--- config.mk ---
export PLATFORM = sky130hd
export DESIGN_NAME = uarttospi_camp2_flat
export DESIGN_NICKNAME = d
export VERILOG_FILES = /design/src/rtl/uarttospi_camp2_if.sv /design/src/rtl/uarttospi_camp2.sv /design/src/flat_wrapper.sv
export SDC_FILE = /design/constraint.sdc
export NUM_CORES = 1
export LEC_CHECK = 0
export CAP_MARGIN = 15
export CORE_AREA = 5 5 100 102
export CTS_BUF_LIST = sky130_fd_sc_hd__clkbuf_8 sky130_fd_sc_hd__clkbuf_16
export DETAILED_ROUTE_END_ITERATION = 16
export DIE_AREA = 0 0 105 107
export PLACE_DENSITY = 0.67
export SYNTH_ARGS = -nofsm -noshare
export SYNTH_HDL_FRONTEND = slang
export SYNTH_SLANG_ARGS = --single-unit
--- constraint.sdc ---
create_clock -name clk -period 2.3 [get_ports clk]
set_input_delay 0.69 -clock clk [delete_from_list [all_inputs] [get_ports clk]]
set_output_delay 0.69 -clock clk [all_outputs]
set_load 0.02 [all_outputs]
--- src/rtl/uarttospi_camp2_if.sv ---
// Byte-stream in / SPI-writer setpoint out bundle for uarttospi_camp2.
// slave is the converter's view, master is the view of whatever drives it.
interface uarttospi_camp2_if;
    localparam int unsigned BYTE_W = 8;
    localparam int unsigned DATA_W = 12;

    logic                RxD_data_ready;
    logic [BYTE_W-1:0]   RxD_data;
    logic                busy;
    logic [DATA_W-1:0]   data1;
    logic [DATA_W-1:0]   data2;
    logic                start;
    logic                frame_err;
    logic                overrun;
    logic [BYTE_W-1:0]   err_cnt;

    modport slave (
        input  RxD_data_ready, RxD_data, busy,
        output data1, data2, start, frame_err, overrun, err_cnt
    );

    modport master (
        output RxD_data_ready, RxD_data, busy,
        input  data1, data2, start, frame_err, overrun, err_cnt
    );
endinterface

--- src/rtl/uarttospi_camp2.sv ---
// Parses 5-byte checksummed UART frames into two 12-bit DAC setpoints and
// hands them to the SPI writer with a busy-aware one-cycle start pulse.
module uarttospi_camp2 #(
    parameter logic [7:0]  HEADER  = 8'hA5,
    parameter int unsigned TIMEOUT = 50000,
    parameter int unsigned CNT_W   = 16
) (
    input  logic               clk,
    input  logic               rst,
    uarttospi_camp2_if.slave   bus
);
    localparam int unsigned BYTE_W = 8;
    localparam int unsigned DATA_W = 12;
    localparam logic [CNT_W-1:0]  TO_LAST = CNT_W'(TIMEOUT - 1);
    localparam logic [BYTE_W-1:0] ERR_MAX = '1;

    typedef enum logic [2:0] {
        HUNT   = 3'd0,
        GOT_H  = 3'd1,
        GOT_B0 = 3'd2,
        GOT_B1 = 3'd3,
        GOT_B2 = 3'd4
    } state_t;

    state_t              r_state;
    logic [CNT_W-1:0]    r_cnt;
    logic [BYTE_W-1:0]   r_b0;
    logic [BYTE_W-1:0]   r_b1;
    logic [BYTE_W-1:0]   r_b2;
    logic                r_pending;
    logic [DATA_W-1:0]   r_data1;
    logic [DATA_W-1:0]   r_data2;
    logic                r_start;
    logic                r_frame_err;
    logic                r_overrun;
    logic [BYTE_W-1:0]   r_err_cnt;

    logic w_strobe;
    logic w_at_chk;
    logic w_chk_ok;
    logic w_valid;
    logic w_timeout;
    logic w_err;

    assign w_strobe  = bus.RxD_data_ready;
    assign w_at_chk  = w_strobe && (r_state == GOT_B2);
    assign w_chk_ok  = (bus.RxD_data == (r_b0 ^ r_b1 ^ r_b2));
    assign w_valid   = w_at_chk && w_chk_ok;
    // A strobe in the timeout cycle wins, so timeout requires no strobe.
    assign w_timeout = !w_strobe && (r_state != HUNT) && (r_cnt == TO_LAST);
    assign w_err     = (w_at_chk && !w_chk_ok) || w_timeout;

    always_ff @(posedge clk or negedge rst) begin
        if (!rst) begin
            r_state     <= HUNT;
            r_cnt       <= '0;
            r_b0        <= '0;
            r_b1        <= '0;
            r_b2        <= '0;
            r_pending   <= 1'b0;
            r_data1     <= '0;
            r_data2     <= '0;
            r_start     <= 1'b0;
            r_frame_err <= 1'b0;
            r_overrun   <= 1'b0;
            r_err_cnt   <= '0;
        end else begin
            r_start     <= 1'b0;
            r_overrun   <= 1'b0;
            r_frame_err <= w_err;

            if (w_strobe) begin
                r_cnt <= '0;
                case (r_state)
                    HUNT:    if (bus.RxD_data == HEADER) r_state <= GOT_H;
                    GOT_H:   begin r_b0 <= bus.RxD_data; r_state <= GOT_B0; end
                    GOT_B0:  begin r_b1 <= bus.RxD_data; r_state <= GOT_B1; end
                    GOT_B1:  begin r_b2 <= bus.RxD_data; r_state <= GOT_B2; end
                    GOT_B2:  r_state <= HUNT;
                    default: r_state <= HUNT;
                endcase
            end else if (r_state == HUNT) begin
                r_cnt <= '0;
            end else if (w_timeout) begin
                r_cnt   <= '0;
                r_state <= HUNT;
            end else begin
                r_cnt <= r_cnt + CNT_W'(1);
            end

            if (w_err && (r_err_cnt != ERR_MAX)) begin
                r_err_cnt <= r_err_cnt + BYTE_W'(1);
            end

            // A start just issued counts as busy so start never repeats back-to-back.
            if (w_valid) begin
                r_data1 <= {r_b0, r_b1[7:4]};
                r_data2 <= {r_b1[3:0], r_b2};
                if (r_pending) begin
                    r_overrun <= 1'b1;
                end else if (bus.busy || r_start) begin
                    r_pending <= 1'b1;
                end else begin
                    r_start <= 1'b1;
                end
            end else if (r_pending && !bus.busy && !r_start) begin
                r_start   <= 1'b1;
                r_pending <= 1'b0;
            end
        end
    end

    assign bus.data1     = r_data1;
    assign bus.data2     = r_data2;
    assign bus.start     = r_start;
    assign bus.frame_err = r_frame_err;
    assign bus.overrun   = r_overrun;
    assign bus.err_cnt   = r_err_cnt;
endmodule

--- src/flat_wrapper.sv ---
// flat-port wrapper written by rule: the top's interface ports become plain ports
module uarttospi_camp2_flat 
#(
    parameter logic [7:0]  HEADER  = 8'hA5,
    parameter int unsigned TIMEOUT = 50000,
    parameter int unsigned CNT_W   = 16
)
  (clk, rst, bus_RxD_data_ready, bus_RxD_data, bus_busy, bus_data1, bus_data2, bus_start, bus_frame_err, bus_overrun, bus_err_cnt);
  uarttospi_camp2_if bus_i ();
  input  logic clk;
  input  logic rst;
  input wire logic [$bits(bus_i.RxD_data_ready)-1:0] bus_RxD_data_ready;
  input wire logic [$bits(bus_i.RxD_data)-1:0] bus_RxD_data;
  input wire logic [$bits(bus_i.busy)-1:0] bus_busy;
  output wire logic [$bits(bus_i.data1)-1:0] bus_data1;
  output wire logic [$bits(bus_i.data2)-1:0] bus_data2;
  output wire logic [$bits(bus_i.start)-1:0] bus_start;
  output wire logic [$bits(bus_i.frame_err)-1:0] bus_frame_err;
  output wire logic [$bits(bus_i.overrun)-1:0] bus_overrun;
  output wire logic [$bits(bus_i.err_cnt)-1:0] bus_err_cnt;
  assign bus_i.RxD_data_ready = bus_RxD_data_ready;
  assign bus_i.RxD_data = bus_RxD_data;
  assign bus_i.busy = bus_busy;
  assign bus_data1 = bus_i.data1;
  assign bus_data2 = bus_i.data2;
  assign bus_start = bus_i.start;
  assign bus_frame_err = bus_i.frame_err;
  assign bus_overrun = bus_i.overrun;
  assign bus_err_cnt = bus_i.err_cnt;
  uarttospi_camp2 #(.HEADER(HEADER), .TIMEOUT(TIMEOUT), .CNT_W(CNT_W)) u_core (.clk(clk), .rst(rst), .bus(bus_i));
endmodule
==> flow_summary.rst <==
.. list-table::
   :header-rows: 1

   * - Metric
     - Value
   * - Utilization after layout
     - 50.9%
   * - Width of the die
     - 105 um
   * - Max_slew headroom
     - about two thirds
   * - Setup CP Type
     - in -> reg
   * - Cell breakdown of the critical path
     - dlygate4sd2_1 > xor2_1 > xnor2_1 > nor4_2 > buf_4 > and3b_2 > bufbuf_16 > mux2_2
   * - Most instantiated library cell after synthesis
     - sky130_fd_sc_hd__dfrtp_1
   * - Max capacitance violation total
     - 0
   * - Post-placement setup slack
     - -571 ps
   * - Largest net degree at the start of global routing
     - 44
   * - Top area cells in the synthesized netlist
     - sky130_fd_sc_hd__dfrtp_1 (56%), sky130_fd_sc_hd__mux2_2 (15%), sky130_fd_sc_hd__xnor2_1 (6.2%)
   * - Leftover overflow at the end of global routing
     - 0
   * - Starting Density
     - approximately two fifths
   * - Ys async rst share
     - between 90% and 100%
   * - Share of the synthesized area in compound gates (AO/OA/AOI/OAI)
     - 2.63%
   * - Proportion of power drawn by the clock network
     - between 20% and 30%
   * - Crit. End Element
     - register
   * - Synthesized Nets
     - between 200 and 300
   * - Final slew viol count
     - 0
   * - Post-placement cell count
     - ~450
   * - Floorplan row count
     - 35
   * - Per-instance average area after synthesis
     - between 10 and 15 um^2
   * - Slowest Stage Delay on Critical Path
     - 320 ps
   * - Result of the run
     - finished clean
   * - Clk_skew
     - roughly 8 ps
   * - Synthesis-to-finish area growth
     - 30.3%
   * - Combinational family with the most area after synthesis
     - multiplexers
   * - Number of placed I/O pins
     - between 40 and 50
   * - DR WL/cell
     - 14.6 um
   * - Req. time, crit path
     - between 2000 and 3000 ps
   * - Fraction of layout cells with a size suffix above 1
     - between 30% and 40%
   * - Xor and xnor fraction of the mapped netlist area
     - around a tenth
   * - Count of port buffers added during placement
     - 46
   * - Via-per-instance ratio
     - approximately 4.8
   * - Vias in the first global route
     - about 2.3k
   * - Worst-case clock buffer depth
     - 2
   * - Measured slew at the worst slew-check pin
     - just under 500 ps
   * - Largest area contributor in the netlist
     - sky130_fd_sc_hd__dfrtp_1
   * - Synth top cells by count
     - sky130_fd_sc_hd__dfrtp_1 (79), sky130_fd_sc_hd__mux2_2 (48), sky130_fd_sc_hd__nor2_1 (25), sky130_fd_sc_hd__xnor2_1 (25), sky130_fd_sc_hd__xor2_1 (17)
   * - Residual antenna-violating net count after detailed routing
     - 0
   * - F_max
     - about 0.45 GHz
   * - Core ar.
     - ~9000 um^2
   * - Sequential fraction of design power
     - 45.1%
   * - Share of the cycle needed by the critical path after routing
     - between 90% and 100%
   * - Full die area
     - between 10000 and 15000 um^2
   * - Initial DRC count
     - 56
   * - Number of enable-type register cells in the synthesized netlist
     - 0
   * - Diodes inserted
     - 0
   * - Post-Synthesis Cells
     - 275
   * - Share of cell area taken by muxes after synthesis
     - approximately 16%
   * - Post-layout minimum cycle time
     - around 2200 ps
   * - Static leakage
     - roughly 0.0021 uW
   * - Most frequently used flop master after synthesis
     - sky130_fd_sc_hd__dfrtp_1
   * - Register-to-register path setup slack
     - around 150 ps
   * - Register area share after synthesis
     - 56.1%
   * - CP max stage cell
     - sky130_fd_sc_hd__mux2_2
   * - Combinational Power Share
     - 30.2%
   * - Area occupied by multi-input gates
     - 1510 um^2
   * - Final hold slack
     - approximately 290 ps
   * - Synth Register Bits
     - 79
   * - Simple-gate share of the synthesized area
     - between 10% and 20%
   * - Sequential cell area
     - between 1500 and 2000 um^2
   * - Total count of hold-check failures in the final report
     - 0
   * - Number of DRC violations after detailed routing
     - 0
   * - Post-Synthesis Cell Area
     - approximately 3500 um^2
   * - Placed wire-length estimate after detailed placement
     - 4770 um
   * - Detailed-routing iteration count for the pre-antenna-repair pass
     - 4
   * - Internal Pwr Total
     - around 2900 uW
   * - Clk_lat worst skew
     - between 300 and 400 ps
   * - DIE HEIGHT
     - roughly 110 um
   * - Setup repair after global routing missed its margin
     - yes
   * - Number of cells on the worst reg-to-reg path
     - 7
   * - Wire length of the first global-routing pass
     - about 11000 um
   * - Routed WL
     - 6830 um
   * - Clock-pin transition on the worst setup and hold timing paths
     - 90 ps
   * - Fraction of post-synthesis cell area in the top cell type by area
     - between 50% and 60%
   * - Class of the worst hold path
     - in -> async
   * - Data arrival, critical path
     - approximately 2500 ps
   * - CTS Sinks
     - 79
   * - Setup TNS
     - 0 ps
   * - Startpoint kind of the worst setup timing path
     - input pin
   * - NumNets Final
     - ~370
   * - Post-route setup slack
     - roughly 53 ps
   * - Synthesis warning total
     - 0
   * - Switching part of the total
     - 31.9%
   * - Peak ir drop on the vdd network
     - about 0.35 mV
   * - Weighted congestion at the end of routability-driven global placement
     - 0.785
   * - Tot GR Track Use
     - 12.8%
   * - Total number of H-tree levels
     - 3
   * - Areal power density over the cells
     - about 940 nW/um^2
   * - Root Buffer
     - sky130_fd_sc_hd__clkbuf_8
   * - CTS buffer count
     - 9
   * - Sw Pwr
     - 1370 uW
   * - Via count of the routed design
     - about 2.3k
   * - Initial antenna violation count
     - 0
   * - Non-Filler Instances
     - between 400 and 500
   * - Worst-path fanout max
     - 6
   * - Number of setup violations in the final report
     - 0
   * - Fill cells
     - slightly below 800
   * - Synth unique cells
     - 38
   * - Adder-cell area share of the yosys netlist
     - less than 1%
   * - CTS tree
     - done
==> worst paths after layout <==
kind,end,startpoint
min,u_core.bus.data1[11],rst
min reg2reg,u_core.r_cnt[0],u_core.r_cnt[0]
min in group clk,u_core.r_cnt[0],u_core.r_cnt[0]
max reg2reg,u_core.bus.data1[10],u_core.r_b1[3]
max,u_core.bus.data1[10],bus_RxD_data[0]
max in group asynchronous,u_core.bus.data2[2],rst
==> metal layers <==
layer	share of wire [%]	track usage (%)	wire [um]	up-vias
met5	0	0	0	-
met4	2.2	6.30	147	0
met3	3.8	2.77	257	11
met2	48	20.3	3250	34
met1	47	16.5	3170	1112
li1	-	-	-	1116
==> power groups by stage <==
stage                     sequential (uW)  combinational [uW]  clock [uW]
after CTS                            1940                1270        1090
after detailed placement             1970                1190           0
after global routing                 2000                1430        1150
after global placement               1960                1180           0
final                                1950                1300        1060
after floorplan                      1920                 830           0
==> critical path, delay by kind of cell <==
family	cells	cell delay (ps)
xor+xnor	2	310
simple gates	2	490
mux	1	320
buf+inv	3	690
==> per-stage QoR <==
| stage | instance area [um^2] | power [uW] |
|---|---|---|
| 2_1_floorplan | 3520 | 2750 |
| 3_3_place_gp | 4260 | 3140 |
| 3_5_place_dp | 4260 | 3160 |
| 4_1_cts | 4570 | 4310 |
| 5_1_grt | 4590 | 4580 |
| 6_report | 4590 | 4310 |
==> cell type report <==
type                    count  share of cell area (%)
well taps                 111                    3.02
inverters                   3                   0.245
clock buffers              10                    3.00
multi-input cells         186                    32.9
repair buffers             74                    16.2
clock inverters             6                    1.50
flip-flops and latches     79                    43.1
==> state kept, by name, indices dropped and copies added, names as in the netlist <==
register / cells
u_core.bus.data2: 12
u_core.bus.frame_err: 1
u_core.r_b2: 8
u_core.r_b1: 8
u_core.bus.err_cnt: 8
u_core.r_b0: 8
u_core.r_state: 3
u_core.r_cnt: 16
u_core.bus.overrun: 1
u_core.bus.start: 1
u_core.bus.data1: 12
u_core.r_pending: 1
==> cell families after synthesis <==
kind of cell | after synthesis
buffers and inverters | 10
muxes | 51
AOI/OAI and AO/OA | 14
DFF | 79
xor gates and xnor gates | 42
and+or+nand+nor | 76
adders and majority gates | 3
==> placed cells by master, fill, tap and decap left out, types with 3 or more instances in the layout <==
master	n
sky130_fd_sc_hd__and3_1	8
sky130_fd_sc_hd__buf_12	4
sky130_fd_sc_hd__buf_4	23
sky130_fd_sc_hd__clkbuf_8	10
sky130_fd_sc_hd__clkdlybuf4s50_1	37
sky130_fd_sc_hd__dfrtp_1	79
sky130_fd_sc_hd__dlygate4sd2_1	6
sky130_fd_sc_hd__inv_1	3
sky130_fd_sc_hd__mux2_2	47
sky130_fd_sc_hd__nand2_1	13
sky130_fd_sc_hd__nand3_1	7
sky130_fd_sc_hd__nand4_1	3
sky130_fd_sc_hd__nor2_1	25
sky130_fd_sc_hd__o21ai_0	3
sky130_fd_sc_hd__xnor2_1	23
sky130_fd_sc_hd__xor2_1	17
==> timing repair <==
action                     CTS  global route
hold buffers                 0             0
buffers inserted             3             0
pin swaps                   12             5
resized for setup           12             9
setup endpoints to repair   35            30
gates cloned                 2             0
(Power assumes the default switching activity.)
